**config.mk**
```make
export PLATFORM = sky130hd
export DESIGN_NAME = conv1d_multi_filter_pe
export DESIGN_NICKNAME = d
export VERILOG_FILES = /design/src/rtl/conv1d_multi_filter_pe.sv
export SDC_FILE = /design/constraint.sdc
export NUM_CORES = 1
export LEC_CHECK = 0
export ABC_CLOCK_PERIOD_IN_PS = 5550
export CAP_MARGIN = 5
export CORE_ASPECT_RATIO = 1.1
export CORE_MARGIN = 4
export CORE_UTILIZATION = 40
export CTS_BUF_LIST = sky130_fd_sc_hd__clkbuf_4
export CTS_CLUSTER_SIZE = 24
export DETAILED_ROUTE_END_ITERATION = 16
export GPL_TIMING_DRIVEN = 1
export MAX_ROUTING_LAYER = met4
export PLACE_DENSITY = 0.57
export SLEW_MARGIN = 20
export SYNTH_ARGS = -nofsm -noshare
export SYNTH_HDL_FRONTEND = slang
export SYNTH_SLANG_ARGS = --single-unit
```
**constraint.sdc**
```tcl
create_clock -name clk -period 5.55 [get_ports clk]
set_input_delay 1.11 -clock clk [delete_from_list [all_inputs] [get_ports clk]]
set_output_delay 1.11 -clock clk [all_outputs]
set_load 0.03 [all_outputs]
```
**src/rtl/conv1d_multi_filter_pe.sv**
```systemverilog
// conv1d_multi_filter_pe
// Multi-filter 1-D convolution processing element. Filters and one ifmap row
// are held in local scratchpads; the filters then slide across the row with a
// programmable stride, one MAC per cycle. Each (window, filter) result leaves
// through a valid/ready port with back-pressure.
// Optional build macro CONV_PE_SATURATE_EN: clamp results that overflow OUT_W
// to all ones instead of keeping the low OUT_W bits.
module conv1d_multi_filter_pe #(
    parameter int IF_W        = 8,
    parameter int FILT_W      = 8,
    parameter int OUT_W       = 24,
    parameter int IF_DEPTH    = 16,
    parameter int FILTER_SIZE = 4,
    parameter int NUM_FILTERS = 2,
    parameter int STRIDE_W    = 2,
    localparam int FI_W       = (NUM_FILTERS > 1) ? $clog2(NUM_FILTERS) : 1
) (
    input  logic                clk,
    input  logic                rst,
    input  logic                start,
    input  logic                reload_filters,
    input  logic [STRIDE_W-1:0] stride,
    input  logic                flt_valid,
    output logic                flt_ready,
    input  logic [FILT_W-1:0]   flt_data,
    input  logic                if_valid,
    output logic                if_ready,
    input  logic [IF_W-1:0]     if_data,
    input  logic                if_last,
    output logic                out_valid,
    input  logic                out_ready,
    output logic [OUT_W-1:0]    out_data,
    output logic [FI_W-1:0]     out_filter,
    output logic                busy,
    output logic                done
);

    localparam int AW     = (IF_DEPTH > 1) ? $clog2(IF_DEPTH) : 1;
    localparam int LEN_W  = $clog2(IF_DEPTH + 1);
    localparam int NFW    = NUM_FILTERS * FILTER_SIZE;
    localparam int FAW    = (NFW > 1) ? $clog2(NFW) : 1;
    localparam int TW     = (FILTER_SIZE > 1) ? $clog2(FILTER_SIZE) : 1;
    localparam int PROD_W = IF_W + FILT_W;
    localparam int ACC_W  = PROD_W + $clog2(FILTER_SIZE);
    localparam int EXT_W  = (ACC_W > OUT_W) ? ACC_W : OUT_W;
    // Wide enough to hold window base + stride + FILTER_SIZE without overflow.
    localparam int CW     = $clog2(IF_DEPTH + FILTER_SIZE + (1 << STRIDE_W)) + 1;

    typedef enum logic [2:0] {
        S_IDLE,
        S_LOAD_FILT,
        S_LOAD_IF,
        S_COMPUTE,
        S_FINISH
    } state_t;

    state_t r_state;
    state_t w_state_next;

    // Job configuration and load counters
    logic [STRIDE_W-1:0] r_stride;
    logic [FAW-1:0]      r_fcnt;
    logic [LEN_W-1:0]    r_len;

    // Issue-stage counters: window base, filter, tap
    logic [AW-1:0]  r_win;
    logic [TW-1:0]  r_tap;
    logic [FI_W-1:0] r_filt;
    logic [FAW-1:0] r_flt_addr;
    logic           r_issuing;

    // Scratchpads
    logic [IF_W-1:0]   r_if_mem  [IF_DEPTH];
    logic [FILT_W-1:0] r_flt_mem [NFW];

    // Operand stage
    logic [IF_W-1:0]   r_if_op;
    logic [FILT_W-1:0] r_flt_op;
    logic              r_v1, r_first1, r_last1;
    logic [FI_W-1:0]   r_f1;

    // Product stage
    logic [PROD_W-1:0] r_prod;
    logic              r_v2, r_first2, r_last2;
    logic [FI_W-1:0]   r_f2;

    // Accumulator and output register
    logic [ACC_W-1:0]  r_acc;
    logic              r_out_valid;
    logic [OUT_W-1:0]  r_out_data;
    logic [FI_W-1:0]   r_out_filter;

    logic                w_stall;
    logic                w_flt_fire;
    logic                w_if_fire;
    logic                w_if_end;
    logic [LEN_W-1:0]    w_len_inc;
    logic                w_issue;
    logic [AW-1:0]       w_if_addr;
    logic                w_tap_last;
    logic                w_filt_last;
    logic [CW-1:0]       w_win_cand;
    logic                w_win_ok;
    logic [STRIDE_W-1:0] w_stride_eff;
    logic [ACC_W-1:0]    w_acc_sum;
    logic [OUT_W-1:0]    w_result;

    // A result waiting on a stalled consumer freezes the whole pipeline.
    assign w_stall      = r_out_valid & ~out_ready;
    assign w_flt_fire   = (r_state == S_LOAD_FILT) & flt_valid;
    assign w_if_fire    = (r_state == S_LOAD_IF) & if_valid;
    assign w_if_end     = w_if_fire & (if_last | (r_len == LEN_W'(IF_DEPTH - 1)));
    assign w_len_inc    = r_len + LEN_W'(1);
    assign w_issue      = (r_state == S_COMPUTE) & r_issuing & ~w_stall;
    assign w_if_addr    = r_win + AW'(r_tap);
    assign w_tap_last   = (r_tap == TW'(FILTER_SIZE - 1));
    assign w_filt_last  = (r_filt == FI_W'(NUM_FILTERS - 1));
    assign w_win_cand   = CW'(r_win) + CW'(r_stride);
    assign w_win_ok     = (w_win_cand + CW'(FILTER_SIZE)) <= CW'(r_len);
    assign w_stride_eff = (stride == '0) ? STRIDE_W'(1) : stride;
    assign w_acc_sum    = (r_first2 ? '0 : r_acc) + ACC_W'(r_prod);

`ifdef CONV_PE_SATURATE_EN
    assign w_result = (EXT_W'(w_acc_sum) > EXT_W'({OUT_W{1'b1}})) ? {OUT_W{1'b1}}
                                                                  : OUT_W'(w_acc_sum);
`else
    assign w_result = OUT_W'(w_acc_sum);
`endif

    assign out_valid  = r_out_valid;
    assign out_data   = r_out_data;
    assign out_filter = r_out_filter;

    // State register
    always_ff @(posedge clk) begin
        if (rst) r_state <= S_IDLE;
        else     r_state <= w_state_next;
    end

    // Next-state logic and per-state handshake/status outputs
    always_comb begin
        w_state_next = r_state;
        flt_ready    = 1'b0;
        if_ready     = 1'b0;
        busy         = (r_state != S_IDLE);
        done         = 1'b0;
        case (r_state)
            S_IDLE: begin
                if (start) w_state_next = reload_filters ? S_LOAD_FILT : S_LOAD_IF;
            end
            S_LOAD_FILT: begin
                flt_ready = 1'b1;
                if (w_flt_fire && (r_fcnt == FAW'(NFW - 1))) w_state_next = S_LOAD_IF;
            end
            S_LOAD_IF: begin
                if_ready = 1'b1;
                if (w_if_end)
                    w_state_next = (CW'(w_len_inc) < CW'(FILTER_SIZE)) ? S_FINISH : S_COMPUTE;
            end
            S_COMPUTE: begin
                // Leave only once nothing is issuing, in flight, or awaiting transfer.
                if (!r_issuing && !r_v1 && !r_v2 && (!r_out_valid || out_ready))
                    w_state_next = S_FINISH;
            end
            S_FINISH: begin
                done         = 1'b1;
                w_state_next = S_IDLE;
            end
            default: w_state_next = S_IDLE;
        endcase
    end

    // Job configuration, load counters and issue-stage address generation
    always_ff @(posedge clk) begin
        if (rst) begin
            r_stride   <= '0;
            r_fcnt     <= '0;
            r_len      <= '0;
            r_win      <= '0;
            r_tap      <= '0;
            r_filt     <= '0;
            r_flt_addr <= '0;
            r_issuing  <= 1'b0;
        end else begin
            if (r_state == S_IDLE && start) begin
                r_stride <= w_stride_eff;
                r_len    <= '0;
                r_fcnt   <= '0;
            end
            if (w_flt_fire)
                r_fcnt <= (r_fcnt == FAW'(NFW - 1)) ? '0 : r_fcnt + FAW'(1);
            if (w_if_fire)
                r_len <= w_len_inc;
            if (r_state == S_LOAD_IF && w_state_next == S_COMPUTE) begin
                r_issuing  <= 1'b1;
                r_win      <= '0;
                r_tap      <= '0;
                r_filt     <= '0;
                r_flt_addr <= '0;
            end
            if (w_issue) begin
                if (w_tap_last) begin
                    r_tap <= '0;
                    if (w_filt_last) begin
                        r_filt     <= '0;
                        r_flt_addr <= '0;
                        // Only step to windows that fit entirely inside the row.
                        if (w_win_ok) r_win <= AW'(w_win_cand);
                        else          r_issuing <= 1'b0;
                    end else begin
                        r_filt     <= r_filt + FI_W'(1);
                        r_flt_addr <= r_flt_addr + FAW'(1);
                    end
                end else begin
                    r_tap      <= r_tap + TW'(1);
                    r_flt_addr <= r_flt_addr + FAW'(1);
                end
            end
        end
    end

    // Scratchpad writes during the load phases
    always_ff @(posedge clk) begin
        if (w_flt_fire) r_flt_mem[r_fcnt] <= flt_data;
        if (w_if_fire)  r_if_mem[r_len[AW-1:0]] <= if_data;
    end

    // Registered scratchpad reads feeding the operand stage
    always_ff @(posedge clk) begin
        if (!w_stall) begin
            r_if_op  <= r_if_mem[w_if_addr];
            r_flt_op <= r_flt_mem[r_flt_addr];
        end
    end

    // Tag pipeline, multiplier, accumulator and output register
    always_ff @(posedge clk) begin
        if (rst) begin
            r_v1         <= 1'b0;
            r_first1     <= 1'b0;
            r_last1      <= 1'b0;
            r_f1         <= '0;
            r_v2         <= 1'b0;
            r_first2     <= 1'b0;
            r_last2      <= 1'b0;
            r_f2         <= '0;
            r_prod       <= '0;
            r_acc        <= '0;
            r_out_valid  <= 1'b0;
            r_out_data   <= '0;
            r_out_filter <= '0;
        end else begin
            if (!w_stall) begin
                r_v1     <= w_issue;
                r_first1 <= (r_tap == '0);
                r_last1  <= w_tap_last;
                r_f1     <= r_filt;
                r_v2     <= r_v1;
                r_first2 <= r_first1;
                r_last2  <= r_last1;
                r_f2     <= r_f1;
                r_prod   <= PROD_W'(r_if_op) * PROD_W'(r_flt_op);
                if (r_v2) r_acc <= w_acc_sum;
            end
            if (r_out_valid && out_ready)
                r_out_valid <= 1'b0;
            // A new result may load on the same edge the previous one transfers.
            if (!w_stall && r_v2 && r_last2) begin
                r_out_valid  <= 1'b1;
                r_out_data   <= w_result;
                r_out_filter <= r_f2;
            end
        end
    end

endmodule

```
== Word level (Yosys, flattened, before mapping) ==
Memory sizes are Yosys's and may differ from the RTL's. A register that Yosys moved wholly into a read port is not among the register bits.
Cells that the tools add are included.

* Bitwise logic cells: 9
* Reduce and logical (&&, ||, !) cells: 26
* Magnitude comparators: 2
* $mul: 1
* Equal/unequal tests: 8
* Multiplexer cells: 44
* $add $sub $neg: 9

{| class="wikitable"
|+ Operators by type and width
! kind !! count
|-
| 3-bit 2-to-1 mux || 12
|-
| 4-bit 2-to-1 mux || 5
|-
| 18-bit by 16-bit adder with 18-bit output || 1
|-
| 1-bit 2-to-1 mux || 18
|-
| 18-bit 2-to-1 mux || 1
|-
| 8-bit by 8-bit multiplier with 16-bit output || 1
|-
| 3-bit case mux with 4 select lines || 1
|-
| 2-bit 2-to-1 mux || 5
|-
| 5-bit 2-to-1 mux || 2
|-
| 3-bit by 2-bit equality test with 1-bit output, second input constant || 3
|-
| 1-bit logical AND || 9
|-
| 2-bit nonzero test || 4
|-
| 1-bit zero test || 7
|-
| 3-bit by 1-bit adder with 3-bit output, second input constant || 2
|-
| 5-bit by 3-bit adder with 6-bit output, second input constant || 1
|-
| 1-bit bitwise AND || 6
|-
| 3-bit equality test, second input constant || 2
|-
| 6-bit by 5-bit less-or-equal comparator with 1-bit output || 1
|-
| 4-bit by 2-bit adder with 5-bit output || 1
|-
| 5-bit by 1-bit adder with 5-bit output, second input constant || 1
|-
| 5-bit by 4-bit equality test with 1-bit output, second input constant || 1
|-
| 5-bit by 3-bit < comparator with 1-bit output, second input constant || 1
|-
| 4-bit by 2-bit adder with 4-bit output || 1
|-
| 2-bit zero test || 2
|-
| other kinds (10) || 11
|}

* Output and inout bits: 30
* Register bits: 86
* Word-level logic and storage cells: 123
* Memories kept: 2
* RAM bits: 192
* Input port bits: 26

{| class="wikitable"
|+ Memory list
! memory !! words !! width !! rd ports !! clocked after Yosys merged registers in !! write ports !! line !! source
|-
| r_if_mem || 16 || 8 || 1 || 1 || 1 || 73 || <nowiki>logic [IF_W-1:0] r_if_mem [IF_DEPTH];</nowiki>
|-
| r_flt_mem || 8 || 8 || 1 || 1 || 1 || 74 || <nowiki>logic [FILT_W-1:0] r_flt_mem [NFW];</nowiki>
|}

== Depth between registers and ports, before layout ==
Gate-level depths: netlist of the first run.

* Depth after elaboration: 13
* Depth in mapped cells: 16
* Depth with buffers taken out: 16

== Worst setup path before layout of the first run ==
OpenSTA, ideal clock, no wires.

* Path kind: register to register
* Start point: register r_if_op[2], read port of r_if_mem
* End point: register r_prod[15]
* Buffers on the path: 0
* Stages on the path, launching flop included: 14
* Clock period less this slack: 4238 ps
* Setup time: 91 ps
* Arrival time: 4148 ps
* Data required time: 5459 ps
* Slack: 1312 ps
* Cell sequence: edfxtp_1 > and2_1 > fa_1 > fa_1 > fa_1 > inv_1 > fa_1 > inv_1 > ha_1 > or3_1 > o221ai_2 > a31oi_1 > or3_1 > a311oi_1

* Word-level cells in the longest chain between the ends: 1

{| class="wikitable"
|+ RTL lines
! element !! line !! source
|-
| start: declaration || 77 || <nowiki>logic [IF_W-1:0] r_if_op;</nowiki>
|-
| 8-bit by 8-bit multiplier with 16-bit output || 262 || <nowiki>r_prod <= PROD_W'(r_if_op) * PROD_W'(r_flt_op);</nowiki>
|-
| end signal: assignment || 262 ||
|-
| end: declaration || 83 || <nowiki>logic [PROD_W-1:0] r_prod;</nowiki>
|}

Every way passes these cells.
A chain may end at the register's enable or synchronous reset.

== Worst setup path after layout of the first run ==
* Start point: register r_if_op[1], read port of r_if_mem
* End point: register r_prod[15]

The elaborated chain is that of the path after synthesis.

==> results of run 1 <==
## layout make-up
type | instances | area (um2) | share of cell area [%]
diodes | 3 | 7.51 | 0.0446
clock buffers | 116 | 871 | 5.18
clock inverters | 14 | 165 | 0.982
inverters | 74 | 278 | 1.65
multi-input cells | 748 | 6330 | 37.6
flip-flops and latches | 294 | 7970 | 47.4
well taps | 487 | 609 | 3.62
repair buffers | 63 | 593 | 3.53
## logic make-up after synthesis
family / synth area share (%)
compound gates: 8.44
xor+xnor: 0.829
fa+ha+maj: 11.4
buf+inv: 3.50
flops: 53.9
mux: 9.50
other cells: 0.0254
simple gates: 12.4
## routing by layer
| metal | global-route usage [%] | vias to the layer above |
|---|---|---|
| met3 | 3.49 | 38 |
| li1 | - | 4502 |
| met2 | 26.7 | 139 |
| met5 | - | - |
| met4 | 5.95 | 0 |
| met1 | 19.8 | 4563 |
## Yosys cell counts (6+ instances only)
cell type,number,share of area [%]
edfxtp_1,208,42
nand2_1,105,2.7
dfxtp_1,86,12
inv_1,74,1.9
ha_1,72,6.1
nor2_1,71,1.8
a21oi_1,69,2.3
and2_1,60,2.5
mux4_2,50,7.6
fa_1,39,5.3
clkbuf_1,30,0.76
o21ai_0,25,0.85
nand3_1,22,0.74
nor2b_1,19,0.80
nor3_1,19,0.64
or3_1,13,0.55
a211oi_1,12,0.61
xnor2_1,12,0.71
nand2b_1,11,0.47
nand3b_1,10,0.51
a21o_1,9,0.46
buf_4,9,0.46
o21a_1,9,0.46
buf_2,8,0.27
mux2_2,8,0.61
a311oi_1,7,0.41
a31oi_1,7,0.30
and3_1,7,0.30
a22oi_1,6,0.30
mux4_1,6,1.1
## power groups by stage
stage / combinational [W] / sequential (W) / clock (W)
2_1_floorplan: 0.000382 / 0.00245 / 0
3_3_place_gp: 0.000506 / 0.00247 / 0
3_5_place_dp: 0.000512 / 0.00247 / 0
4_1_cts: 0.000516 / 0.00242 / 0.00206
5_1_grt: 0.000588 / 0.00242 / 0.00219
6_report: 0.000508 / 0.00242 / 0.00199
## state kept, by name, summed over array words and instances, names as in the netlist, 2 cells and up
register and count:
out_data 18, r_acc 18, r_fcnt 3, r_flt_addr 3, r_flt_mem 64, r_flt_op 8
r_if_mem 128, r_if_op 8, r_len 5, r_prod 16, r_state 3, r_stride 2
r_tap 2, r_win 4
## worst max-delay path, cell delays in order (launching register included)
cell and delay, ns:
edfxtp_1 0.49, and2_1 0.23, fa_1 0.45, fa_1 0.55
inv_1 0.05, fa_1 0.46, fa_1 0.54, inv_1 0.04
ha_1 0.33, o21a_1 0.20, o31a_1 0.16, o221ai_2 0.25
a31oi_1 0.14, or3_1 0.31, a311oi_1 0.26
## metrics by stage
step | instances | hold WS, ns | utilization (%) | setup WS (ns) | power [W]
floorplan | 1168 | 0.432 | - | 1.31 | 0.00284
global placement | 1666 | 0.437 | 43.4 | 1.06 | 0.00298
detailed placement | 1666 | 0.443 | 43.4 | 1.01 | 0.00298
CTS | 1796 | 0.450 | 46.2 | 0.976 | 0.00500
global route | 1799 | 0.472 | 46.3 | 0.682 | 0.00520
finish | 1799 | 0.447 | 46.3 | 0.985 | 0.00492
## worst paths after layout
kind	slack [ns]	start	cells past startpoint	end
hold reg to reg	0.45	r_acc[4]	2	r_acc[4]
hold / removal	0.45	r_acc[4]	2	r_acc[4]
setup reg to reg	0.99	r_if_op[1]	14	r_prod[15]
setup / recovery	0.99	r_if_op[1]	14	r_prod[15]
==> results.sh, run 1 <==
export IMPL_final_cell_area_um2=16800
export IMPL_tightest_slew_ns=1.10
export IMPL_path_clk_slew_ns=0.06
export IMPL_ys_dominant_reg_cell="edfxtp_1"
export IMPL_p_int_w=0.00374
export IMPL_clock_skew_ns=0.0544
export IMPL_required_ns=6.14
export IMPL_ctsHoldBuffers=0
export IMPL_place_area_um2=15800
export IMPL_min_period_ns=4.56
export IMPL_gp_congestion=0.794
export IMPL_wl_met3_mm=1.08
export IMPL_synth_edff_count=208
export IMPL_grt_pass1_wl_mm=50.1
export IMPL_status="finished clean"
export IMPL_cts_root_buffer="clkbuf_4"
export IMPL_drtAntennaViolNets=0
export IMPL_clkPwrFrac_pct=40.4
export IMPL_leakagePower_nw=6.10
export IMPL_syn_cell_area_um2=14800
export IMPL_finalNetCount=1396
export IMPL_drtPass1Iterations=5
export IMPL_arrival_ns=5.15
export IMPL_ir_worst_vdd_mv=0.199
export IMPL_cts_tree="built"
export IMPL_vias_per_cell=5.14
export IMPL_fp_dieArea_um2=40100
export IMPL_core_area_um2=36400
export IMPL_drt_iter0_markers=354
export IMPL_finalMaxSlewViolations=0
export IMPL_vias=9242
export IMPL_seqPwrFrac_pct=49.2
export IMPL_drive_gt1_share_pct=16.4
export IMPL_wl_met1_mm=13.1
export IMPL_met2_wirelength_mm=15.7
export IMPL_io_buffers=49
export IMPL_dp_hpwl_mm=20.7
export IMPL_wl_mm=30.6
export IMPL_highest_layer="met4"
export IMPL_num_io_pins=56
export IMPL_final_cell_mix="208 x edfxtp_1, 116 x clkbuf_4, 105 x nand2_1"
export IMPL_avgRoutedWirePerCell_um=17.0
export IMPL_maxCapViolations=0
export IMPL_synth_cell_type_count=71
export IMPL_syn_avg_cell_area_um2=12.7
export IMPL_finalHoldViolCount=0
export IMPL_antenna_found_initial=1
export IMPL_cts_sinks=294
export IMPL_grt_pass1_vias=9631
export IMPL_pwr_share_comb_pct=10.3
export IMPL_ys_seq_area_share_pct=53.9
export IMPL_yosysWarnings=0
export IMPL_synth_seq_cells=294
export IMPL_hold_path_class="reg2reg"
export IMPL_rsz0062_at_grt="false"
export IMPL_max_slew_margin_pct=26.2
export IMPL_postSynth_asyncResetShare_pct=0
export IMPL_fillers=3388
export IMPL_initial_core_util_pct=40.7
export IMPL_power_density_nw_per_um2=292
export IMPL_die_h_um=210
export IMPL_final_setup_viol_count=0
export IMPL_synthCells=1163
export IMPL_die_w_um=191
export IMPL_drc=0
export IMPL_cts_buffer_depth=3
export IMPL_area_delta_synth_final_pct=13.8
export IMPL_grt_use_total_pct=16.2
export IMPL_critPathKind="reg2reg"
export IMPL_cts_resized=0
export IMPL_insertion_delay_ns=0.73
export IMPL_row_count=73
export IMPL_post_cts_buffers=0
export IMPL_worstPathMaxFanout=8
export IMPL_htree_levels=3
export IMPL_setup_tns_ns=0
export IMPL_critPathLaunchType="register"
export IMPL_cts_buffers=78
export IMPL_end_kind="register"
export IMPL_max_freq_ghz=0.219
export IMPL_grt_max_degree=100
export IMPL_p_sw_w=0.00118
export IMPL_final_common_cell="edfxtp_1"
export IMPL_post_route_period_util_pct=82.2
export IMPL_p_sw_share_pct=24.0
export IMPL_overflow=0
Note: power is estimated with default switching activity, not from simulation.
==> run 2, diff against run 1 <==
ABC_CLOCK_PERIOD_IN_PS = 3800   (was 5550)
PLACE_DENSITY = 0.59   (was 0.57)
clock period = 3.8 ns   (was 5.55 ns; I/O delays follow)
==> run 2 against run 1 <==
Effect of this change:
- clock skew fell by 0.020 ns
- largest power group unchanged
- clock power rose by 40%
- critical path type unchanged
- core utilization rose by 2.0 points
- register-to-register slack got worse by 1.5 ns
- non-clock buffer count rose by 78
- power rose by 49%
- sequential share of layout area fell by 2.0 points
- the flow now finishes with violations (negative setup slack)
- critical endpoint unchanged
==> results.sh, run 2 (synthesis gave the netlist of run 1 again) <==
export IMPL_row_count=73
export IMPL_cts_buffers=78
export IMPL_worstPathMaxFanout=7
export IMPL_timing_rr_start="r_flt_op[2]"
export IMPL_hp_start="r_f2"
export IMPL_power_density_nw_per_um2=417
export IMPL_post_route_period_util_pct=114
export IMPL_cts_buffer_depth=3
export IMPL_final_cell_mix="208 x edfxtp_1, 114 x clkbuf_4, 102 x nand2_1"
export IMPL_htree_levels=3
export IMPL_slowest_stage="fa_1"
export IMPL_largest_reg_flops=128
export IMPL_critPathLaunch="r_flt_op[2]"
export IMPL_setup_tns_ns=-2.90
export IMPL_cts_tree="built"
export IMPL_leakagePower_nw=6.52
export IMPL_insertion_delay_ns=0.71
export IMPL_area_delta_synth_final_pct=18.8
export IMPL_grt_pass1_wl_mm=50.3
export IMPL_vias_per_cell=5.07
export IMPL_drc=0
export IMPL_ctsHoldBuffers=0
export IMPL_layout_setup_ws_ns=-0.533
export IMPL_core_area_um2=36400
export IMPL_antenna_found_initial=1
export IMPL_dp_hpwl_mm=21.0
export IMPL_avgRoutedWirePerCell_um=16.3
export IMPL_tightest_slew_ns=0.996
export IMPL_hold_path_class="reg2reg"
export IMPL_ir_worst_vdd_mv=0.315
export IMPL_vias=9507
export IMPL_clkPwrFrac_pct=38.1
export IMPL_maxCapViolations=0
export IMPL_max_slew_margin_pct=33.5
export IMPL_finalNetCount=1474
export IMPL_drtPass1Iterations=5
export IMPL_clock_skew_ns=0.0341
export IMPL_fp_dieArea_um2=40100
export IMPL_arrival_ns=4.96
export IMPL_num_io_pins=56
export IMPL_cts_sinks=294
export IMPL_min_period_ns=4.33
export IMPL_final_common_cell="edfxtp_1"
export IMPL_path_buf_inv=2
export IMPL_grt_use_total_pct=16.1
export IMPL_grt_pass1_vias=9807
export IMPL_p_int_w=0.00554
export IMPL_finalHoldViolCount=0
export IMPL_cts_root_buffer="clkbuf_4"
export IMPL_critical_path_max_stage_delay_ns=0.54
export IMPL_overflow=0
export IMPL_p_sw_share_pct=24.3
export IMPL_status="finished with violations"
export IMPL_io_buffers=49
export IMPL_initial_core_util_pct=40.7
export IMPL_drt_iter0_markers=391
export IMPL_cp_cell_sequence="and2_4 -> fa_1 -> fa_1 -> fa_1 -> inv_2 -> fa_1 -> inv_1 -> ha_2 -> or3_4 -> o221ai_4 -> a31oi_1 -> or3_1 -> a311oi_2"
export IMPL_r2r_cells=13
export IMPL_grt_max_degree=89
export IMPL_cp_depth=13
export IMPL_drtAntennaViolNets=0
export IMPL_critPathLaunchType="register"
export IMPL_finalMaxSlewViolations=0
export IMPL_end_kind="register"
export IMPL_hold_path_cell_count=2
export IMPL_max_freq_ghz=0.231
export IMPL_critPathKind="reg2reg"
export IMPL_worst_path_dominant_cell_family="adder cells"
export IMPL_seqPwrFrac_pct=48.3
export IMPL_rsz0062_at_grt="true"
export IMPL_wl_mm=30.6
export IMPL_die_w_um=191
export IMPL_gp_congestion=0.834
export IMPL_drive_gt1_share_pct=24.0
export IMPL_final_util_pct=48.3
export IMPL_fillers=3358
export IMPL_pwr_share_comb_pct=13.6
export IMPL_final_setup_viol_count=8
export IMPL_place_area_um2=16300
export IMPL_die_h_um=210
export IMPL_violations="negative setup slack"
export IMPL_final_cell_area_um2=17600
export IMPL_p_sw_w=0.00178
export IMPL_path_clk_slew_ns=0.07
export IMPL_path_common_cell="fa_1"
export IMPL_required_ns=4.43
## run 2: path summary, 6_finish.rpt
kind / end / slack, ns
worst max-delay path: r_prod[15] / -0.53
worst min-delay path: out_filter / 0.43
worst max register to register: r_prod[15] / -0.53
worst min register to register: out_filter / 0.43
## run 2: power groups by stage
| stage | clock [W] | combinational (W) | sequential (W) |
|---|---|---|---|
| 2_1_floorplan | 0 | 0.000581 | 0.00358 |
| 3_3_place_gp | 0 | 0.000876 | 0.00361 |
| 3_5_place_dp | 0 | 0.000881 | 0.00361 |
| 4_1_cts | 0.00291 | 0.000946 | 0.00354 |
| 5_1_grt | 0.00310 | 0.00113 | 0.00354 |
| 6_report | 0.00279 | 0.00100 | 0.00354 |
## run 2: stage by stage
step	hold WS, ns	worst slack (ns)	cells	power [W]
floorplan	0.432	-0.327	1168	0.00416
CTS	0.437	-0.525	1869	0.00740
finish	0.430	-0.533	1874	0.00733
detailed placement	0.442	-0.653	1735	0.00449
global placement	0.438	-0.532	1735	0.00448
global route	0.460	-0.724	1873	0.00777
## run 2: tightest hold or removal path, delay by kind of cell, from the launching register on
family | cells | cell delay (ns)
compound gates | 1 | 0.05
simple gates | 1 | 0.05
flops | 1 | 0.31
## run 2: per-layer routing
metal  GRT usage [%]  vias up  wire, um
met2            27.2      149     15700
met3            3.36       44      1200
met1            19.2     4660     13000
li1                -     4654         -
met5               -        -         0
met4            5.67        0       638
## run 2: area by class of cell
| class | instances | area (um2) | area share (%) |
|---|---|---|---|
| timing repair buffer | 141 | 1200 | 6.83 |
| antenna | 2 | 5.00 | 0.0285 |
| sequential | 294 | 7970 | 45.4 |
| clock buffer | 114 | 856 | 4.87 |
| multi-input combinational | 748 | 6510 | 37.1 |
| clock inverter | 14 | 131 | 0.748 |
| tap | 487 | 609 | 3.47 |
| inverter | 74 | 278 | 1.58 |
## run 2: timing repair
action | CTS | global route
setup endpoints to repair | 9 | 11
pin swaps | 18 | 16
gates resized for setup | 22 | 15
buffers inserted | 6 | 3
